## config.mk

```make
export PLATFORM = sky130hd
export DESIGN_NAME = vga_box_painter
export DESIGN_NICKNAME = d
export VERILOG_FILES = /design/src/rtl/vga_box_painter.sv
export SDC_FILE = /design/constraint.sdc
export NUM_CORES = 1
export LEC_CHECK = 0
export CELL_PAD_IN_SITES_DETAIL_PLACEMENT = 1
export CELL_PAD_IN_SITES_GLOBAL_PLACEMENT = 1
export CORE_UTILIZATION = 42
export CTS_BUF_LIST = sky130_fd_sc_hd__clkbuf_4
export DETAILED_ROUTE_END_ITERATION = 10
export MAX_ROUTING_LAYER = met4
export PLACE_DENSITY_LB_ADDON = 0.1
export SETUP_SLACK_MARGIN = 0.05
export SLEW_MARGIN = 30
export SYNTH_ARGS = -nofsm -noshare
export SYNTH_HDL_FRONTEND = slang
export SYNTH_SLANG_ARGS = --single-unit
```

## constraint.sdc

```tcl
create_clock -name clk -period 3 [get_ports clk]
set_input_delay 0.3 -clock clk [delete_from_list [all_inputs] [get_ports clk]]
set_output_delay 0.3 -clock clk [all_outputs]
set_load 0.1 [all_outputs]
```

## src/rtl/vga_box_painter.sv

```systemverilog
// Paints a bouncing solid square over a background colour, two clock stages behind the sync generator.
// Optional VGA_BORDER_EN adds a white one-pixel frame around the active area.
module vga_box_painter #(
    parameter int          H_ACTIVE = 1024,
    parameter int          V_ACTIVE = 768,
    parameter int          BOX_SIZE = 64,
    parameter int          STEP     = 4,
    parameter logic [11:0] BG_RGB   = 12'h008,
    parameter logic [11:0] BOX_RGB  = 12'hFF0
) (
    input  logic        clk,
    input  logic        rst,
    input  logic [10:0] h_count,
    input  logic [10:0] v_count,
    input  logic        ea,
    input  logic        h_synk,
    input  logic        v_synk,
    input  logic        move_en,
    output logic [3:0]  r,
    output logic [3:0]  g,
    output logic [3:0]  b,
    output logic        h_synk_o,
    output logic        v_synk_o,
    output logic        de_o
);

    localparam logic [10:0] MAX_X  = 11'(H_ACTIVE - BOX_SIZE);
    localparam logic [10:0] MAX_Y  = 11'(V_ACTIVE - BOX_SIZE);
    localparam logic [10:0] BOX_W  = 11'(BOX_SIZE);
    localparam logic [10:0] STEP_W = 11'(STEP);
`ifdef VGA_BORDER_EN
    localparam logic [10:0] H_LAST = 11'(H_ACTIVE - 1);
    localparam logic [10:0] V_LAST = 11'(V_ACTIVE - 1);
`endif

    logic [10:0] x_pos, y_pos, x_nxt, y_nxt;
    logic        x_neg, y_neg, x_neg_nxt, y_neg_nxt;
    logic        v_prev;
    logic        frame_tick;

    logic        s1_hit, s1_de, s1_hs, s1_vs;
`ifdef VGA_BORDER_EN
    logic        s1_edge;
`endif
    logic [11:0] pix_rgb;
    logic [11:0] rgb_q;
    logic        hs_q, vs_q, de_q;

    // v_prev follows v_synk even in reset, so a v_synk already low at release is not a tick.
    always_ff @(posedge clk) begin
        v_prev <= v_synk;
    end

    assign frame_tick = v_prev & ~v_synk;

    always_comb begin
        x_nxt     = x_pos;
        y_nxt     = y_pos;
        x_neg_nxt = x_neg;
        y_neg_nxt = y_neg;
        if (frame_tick && move_en) begin
            if (!x_neg) begin
                if (x_pos + STEP_W >= MAX_X) begin
                    x_nxt     = MAX_X;
                    x_neg_nxt = 1'b1;
                end else begin
                    x_nxt = x_pos + STEP_W;
                end
            end else begin
                if (x_pos <= STEP_W) begin
                    x_nxt     = '0;
                    x_neg_nxt = 1'b0;
                end else begin
                    x_nxt = x_pos - STEP_W;
                end
            end
            if (!y_neg) begin
                if (y_pos + STEP_W >= MAX_Y) begin
                    y_nxt     = MAX_Y;
                    y_neg_nxt = 1'b1;
                end else begin
                    y_nxt = y_pos + STEP_W;
                end
            end else begin
                if (y_pos <= STEP_W) begin
                    y_nxt     = '0;
                    y_neg_nxt = 1'b0;
                end else begin
                    y_nxt = y_pos - STEP_W;
                end
            end
        end
    end

    always_ff @(posedge clk) begin
        if (rst) begin
            x_pos <= '0;
            y_pos <= '0;
            x_neg <= 1'b0;
            y_neg <= 1'b0;
        end else begin
            x_pos <= x_nxt;
            y_pos <= y_nxt;
            x_neg <= x_neg_nxt;
            y_neg <= y_neg_nxt;
        end
    end

    // Stage 1: register timing inputs and resolve the box hit.
    always_ff @(posedge clk) begin
        if (rst) begin
            s1_hit <= 1'b0;
            s1_de  <= 1'b0;
            s1_hs  <= 1'b1;
            s1_vs  <= 1'b1;
        end else begin
            s1_hit <= (h_count >= x_pos) && (h_count < x_pos + BOX_W) &&
                      (v_count >= y_pos) && (v_count < y_pos + BOX_W);
            s1_de  <= ea;
            s1_hs  <= h_synk;
            s1_vs  <= v_synk;
        end
    end

`ifdef VGA_BORDER_EN
    always_ff @(posedge clk) begin
        if (rst) begin
            s1_edge <= 1'b0;
        end else begin
            s1_edge <= (h_count == 11'd0) || (h_count == H_LAST) ||
                       (v_count == 11'd0) || (v_count == V_LAST);
        end
    end
`endif

    always_comb begin
        pix_rgb = 12'h000;
        if (s1_de) begin
`ifdef VGA_BORDER_EN
            if (s1_edge) begin
                pix_rgb = 12'hFFF;
            end else if (s1_hit) begin
                pix_rgb = BOX_RGB;
            end else begin
                pix_rgb = BG_RGB;
            end
`else
            if (s1_hit) begin
                pix_rgb = BOX_RGB;
            end else begin
                pix_rgb = BG_RGB;
            end
`endif
        end
    end

    // Stage 2: colour and syncs leave together.
    always_ff @(posedge clk) begin
        if (rst) begin
            rgb_q <= 12'h000;
            hs_q  <= 1'b1;
            vs_q  <= 1'b1;
            de_q  <= 1'b0;
        end else begin
            rgb_q <= pix_rgb;
            hs_q  <= s1_hs;
            vs_q  <= s1_vs;
            de_q  <= s1_de;
        end
    end

    assign r        = rgb_q[11:8];
    assign g        = rgb_q[7:4];
    assign b        = rgb_q[3:0];
    assign h_synk_o = hs_q;
    assign v_synk_o = vs_q;
    assign de_o     = de_q;

endmodule

```

==> out/metrics.cfg <==
[status]
run_status = finished, final reports clean

[worst_setup_path]
cp-start-kind = flop
critical-path-max-stage-delay_ns = 0.46
crit_chain = inv_1 -> ha_1 -> or4bb_1 -> nand2_1 -> o21a_1 -> o21ai_0 -> a31oi_1 -> nor3_1
reg2reg_slack_ns = 0.61
cp-startpoint = y_pos[6]
critPathKind = reg2reg
crit_fanout = 10
r2r_cells = 8
cp.arrival_ns = 2.61
end_kind = flop
r2r_end = y_pos[5]
path_buf_inv = 1
crit_slowest_cell = or4bb_1
worstPathRequired_ns = 3.22
cp_num_cells = 8
crit_family = compound AO/OA/AOI/OAI gates
r2r-start = y_pos[6]

[timing]
holdWs_ns = 0.410
drv_slew = 0
worst_pin_slew_ns = 0.968
skew_ns = 0.0170
slew-limit-headroom_pct = 35.2
hold_viol = 0
finalCritPeriodShare_pct = 79.7
fmax_ghz = 0.418
post-route-min-period_ns = 2.39
rsz0062_at_grt = no
finalSetupViolations = 0
tns_ns = 0

[routing]
drc_errors = 0
wirelength_um = 7150
via_per_inst = 5.76
drt-wirelength-per-cell_um = 16.5
drtIter0Drc = 78
drtPass1Iterations = 4
ant_nets = 0
vias = 2495

[finish]
fill_cells = 770
antenna_cells = 0
final_core_util_pct = 48.7
multi_input_area_sq_um = 1880
synthToLayoutAreaGrowth_pct = 12.2
regArea_sq_um = 601
final_common_cell = ha_1
fin_nets = 421
layout_common_cells = ha_1 (38), dfxtp_1 (30), clkdlybuf4s50_1 (27), inv_1 (24)
drive_gt1_share_pct = 10.1

[floorplanning]
initial_core_util_pct = 43.4
coreArea_sq_um = 6310
die_area_sq_um = 6850
ios = 43
die_width_um = 82.8
die_h_um = 82.8
num_rows = 29

[global_routing]
grt-busiest-layer = met2
grt_pass1_vias = 2486
antenna_found_initial = 0
grt.met2_usage_pct = 42.6
grt_max_degree = 30
grtUsageMet1_pct = 27.2
grt_usage_pct = 23.5
grt_use_met3_pct = 4.15
overflow = 0
grt_pass1_wl_um = 11900

[yosys]
synthCells = 335
avgSynthCellArea_sq_um = 8.18
synth_top_family_by_area = compound AO/OA/AOI/OAI gates
yosys.area.top_type = dfxtp_1
netlist.area_leader.share_pct = 21.9
synth_compound_area_share_pct = 25.3
synth_mux_area_share_pct = 0.365
synth-edff-count = 0
syn_area_sq_um = 2740
ys_async_sr_fraction_pct = 0
ys_seq_area_share_pct = 21.9
synth_area_leaders = dfxtp_1 (22%), ha_1 (17%), xnor2_1 (4.2%)
yosys_warnings = 0
synth_xor_area_share_pct = 4.75
ys_ff_latch = 30
yosys.area_share.adder_pct = 17.3
ys_types = 58
synthSimpleGateAreaFrac_pct = 20.5
synth_flop_cell = dfxtp_1

[clocking]
clock_latency_ns = 0.34
cts_hold_buf = 0
cts-root-buf = clkbuf_4
cts_tree = built
cts_sinks = 30
postCtsSetupRepairBufs = 0
clkTransAtPathRegs_ns = 0.11
cts_resized = 0
cts_made_buffers = 5
h-tree-depth = 2
clk_path_buf_depth = 2

[placement]
routabilityCongestion = 0.781
hpwl_um = 5490
io_buffers = 35

[worst_hold_path]
hold_depth = 1
hold_path_class = reg2reg
hold_start = s1_vs
min_to = v_synk_o

[power_and_ir_drop]
ir_drop_mv = 0.198
p_leak_nw = 1.15
powerDensity_nw_per_um2 = 293
power_w = 0.000900

[flow_run]
drv_cap = 0

-- metrics by stage --
stage | instance area (sq um) | setup slack (ns) | instances
floorplan | 2750 | 0.912 | 337
global placement | 3020 | 0.640 | 425
detailed placement | 3020 | 0.605 | 425
CTS | 3080 | 0.612 | 433
global route | 3080 | 0.406 | 433
finish | 3080 | 0.608 | 433
-- per-layer routing --
metal | share of wire, % | vias to the layer above
li1 | - | 1266
met1 | 46 | 1197
met2 | 51 | 26
met3 | 2.0 | 6
met4 | 0.71 | 0
met5 | 0 | -
-- final cells by class --
type	count	share of cell area, %
well taps	77	3.13
flip-flops and latches	30	19.5
inverters	24	2.93
clock buffers	5	1.22
repair buffers	38	11.5
multi-input cells	256	61.2
clock inverters	3	0.529
-- registers in the layout, indices dropped and copies added, names as in the netlist --
register  flops
x_pos         9
y_pos         9
rgb_q         2
de_o          1
h_synk_o      1
s1_de         1
s1_hit        1
s1_hs         1
s1_vs         1
v_prev        1
v_synk_o      1
x_neg         1
y_neg         1
-- synthesized netlist by cell type, drive strengths merged (3+ instances only) --
| cell | count |
|---|---|
| nor3 | 18 |
| nand4 | 6 |
| nor2 | 15 |
| o31ai | 3 |
| nand3 | 15 |
| or2 | 6 |
| a31oi | 4 |
| o2111ai | 3 |
| a2111oi | 3 |
| buf | 20 |
| nor2b | 3 |
| clkbuf | 7 |
| xnor2 | 14 |
| o21a | 7 |
| dfxtp | 30 |
| and3 | 3 |
| a21o | 5 |
| a221oi | 5 |
| ha | 38 |
| inv | 24 |
| nand2 | 14 |
| or3 | 7 |
| o21ai | 29 |
| a211oi | 5 |
| a21oi | 21 |
-- worst max-delay path by stage --
stage                     to  slack, ns
finish              y_pos[5]       0.61
floorplan              y_neg       0.91
global route          s1_hit       0.41
detailed placement    s1_hit       0.61
CTS                 y_pos[5]       0.61
global placement      s1_hit       0.64
-- kinds of logic (layout without fill, tap and decap cells) --
group / Yosys count / in the layout
compound gates: 101 / 101
xor+xnor: 14 / 14
fa+ha+maj: 38 / 38
buf+inv: 51 / 70
flops: 30 / 30
mux: 1 / 1
other cells: 1 / 3
simple gates: 99 / 99
-- power breakdown --
part	leakage [nW]	total, W	switching, W	internal [W]
Clock	0.0286	0.000245	0.000158	0.0000871
Combinational	0.873	0.000231	0.000135	0.0000959
Sequential	0.244	0.000424	0.0000143	0.000410
(Power assumes the default switching activity.)
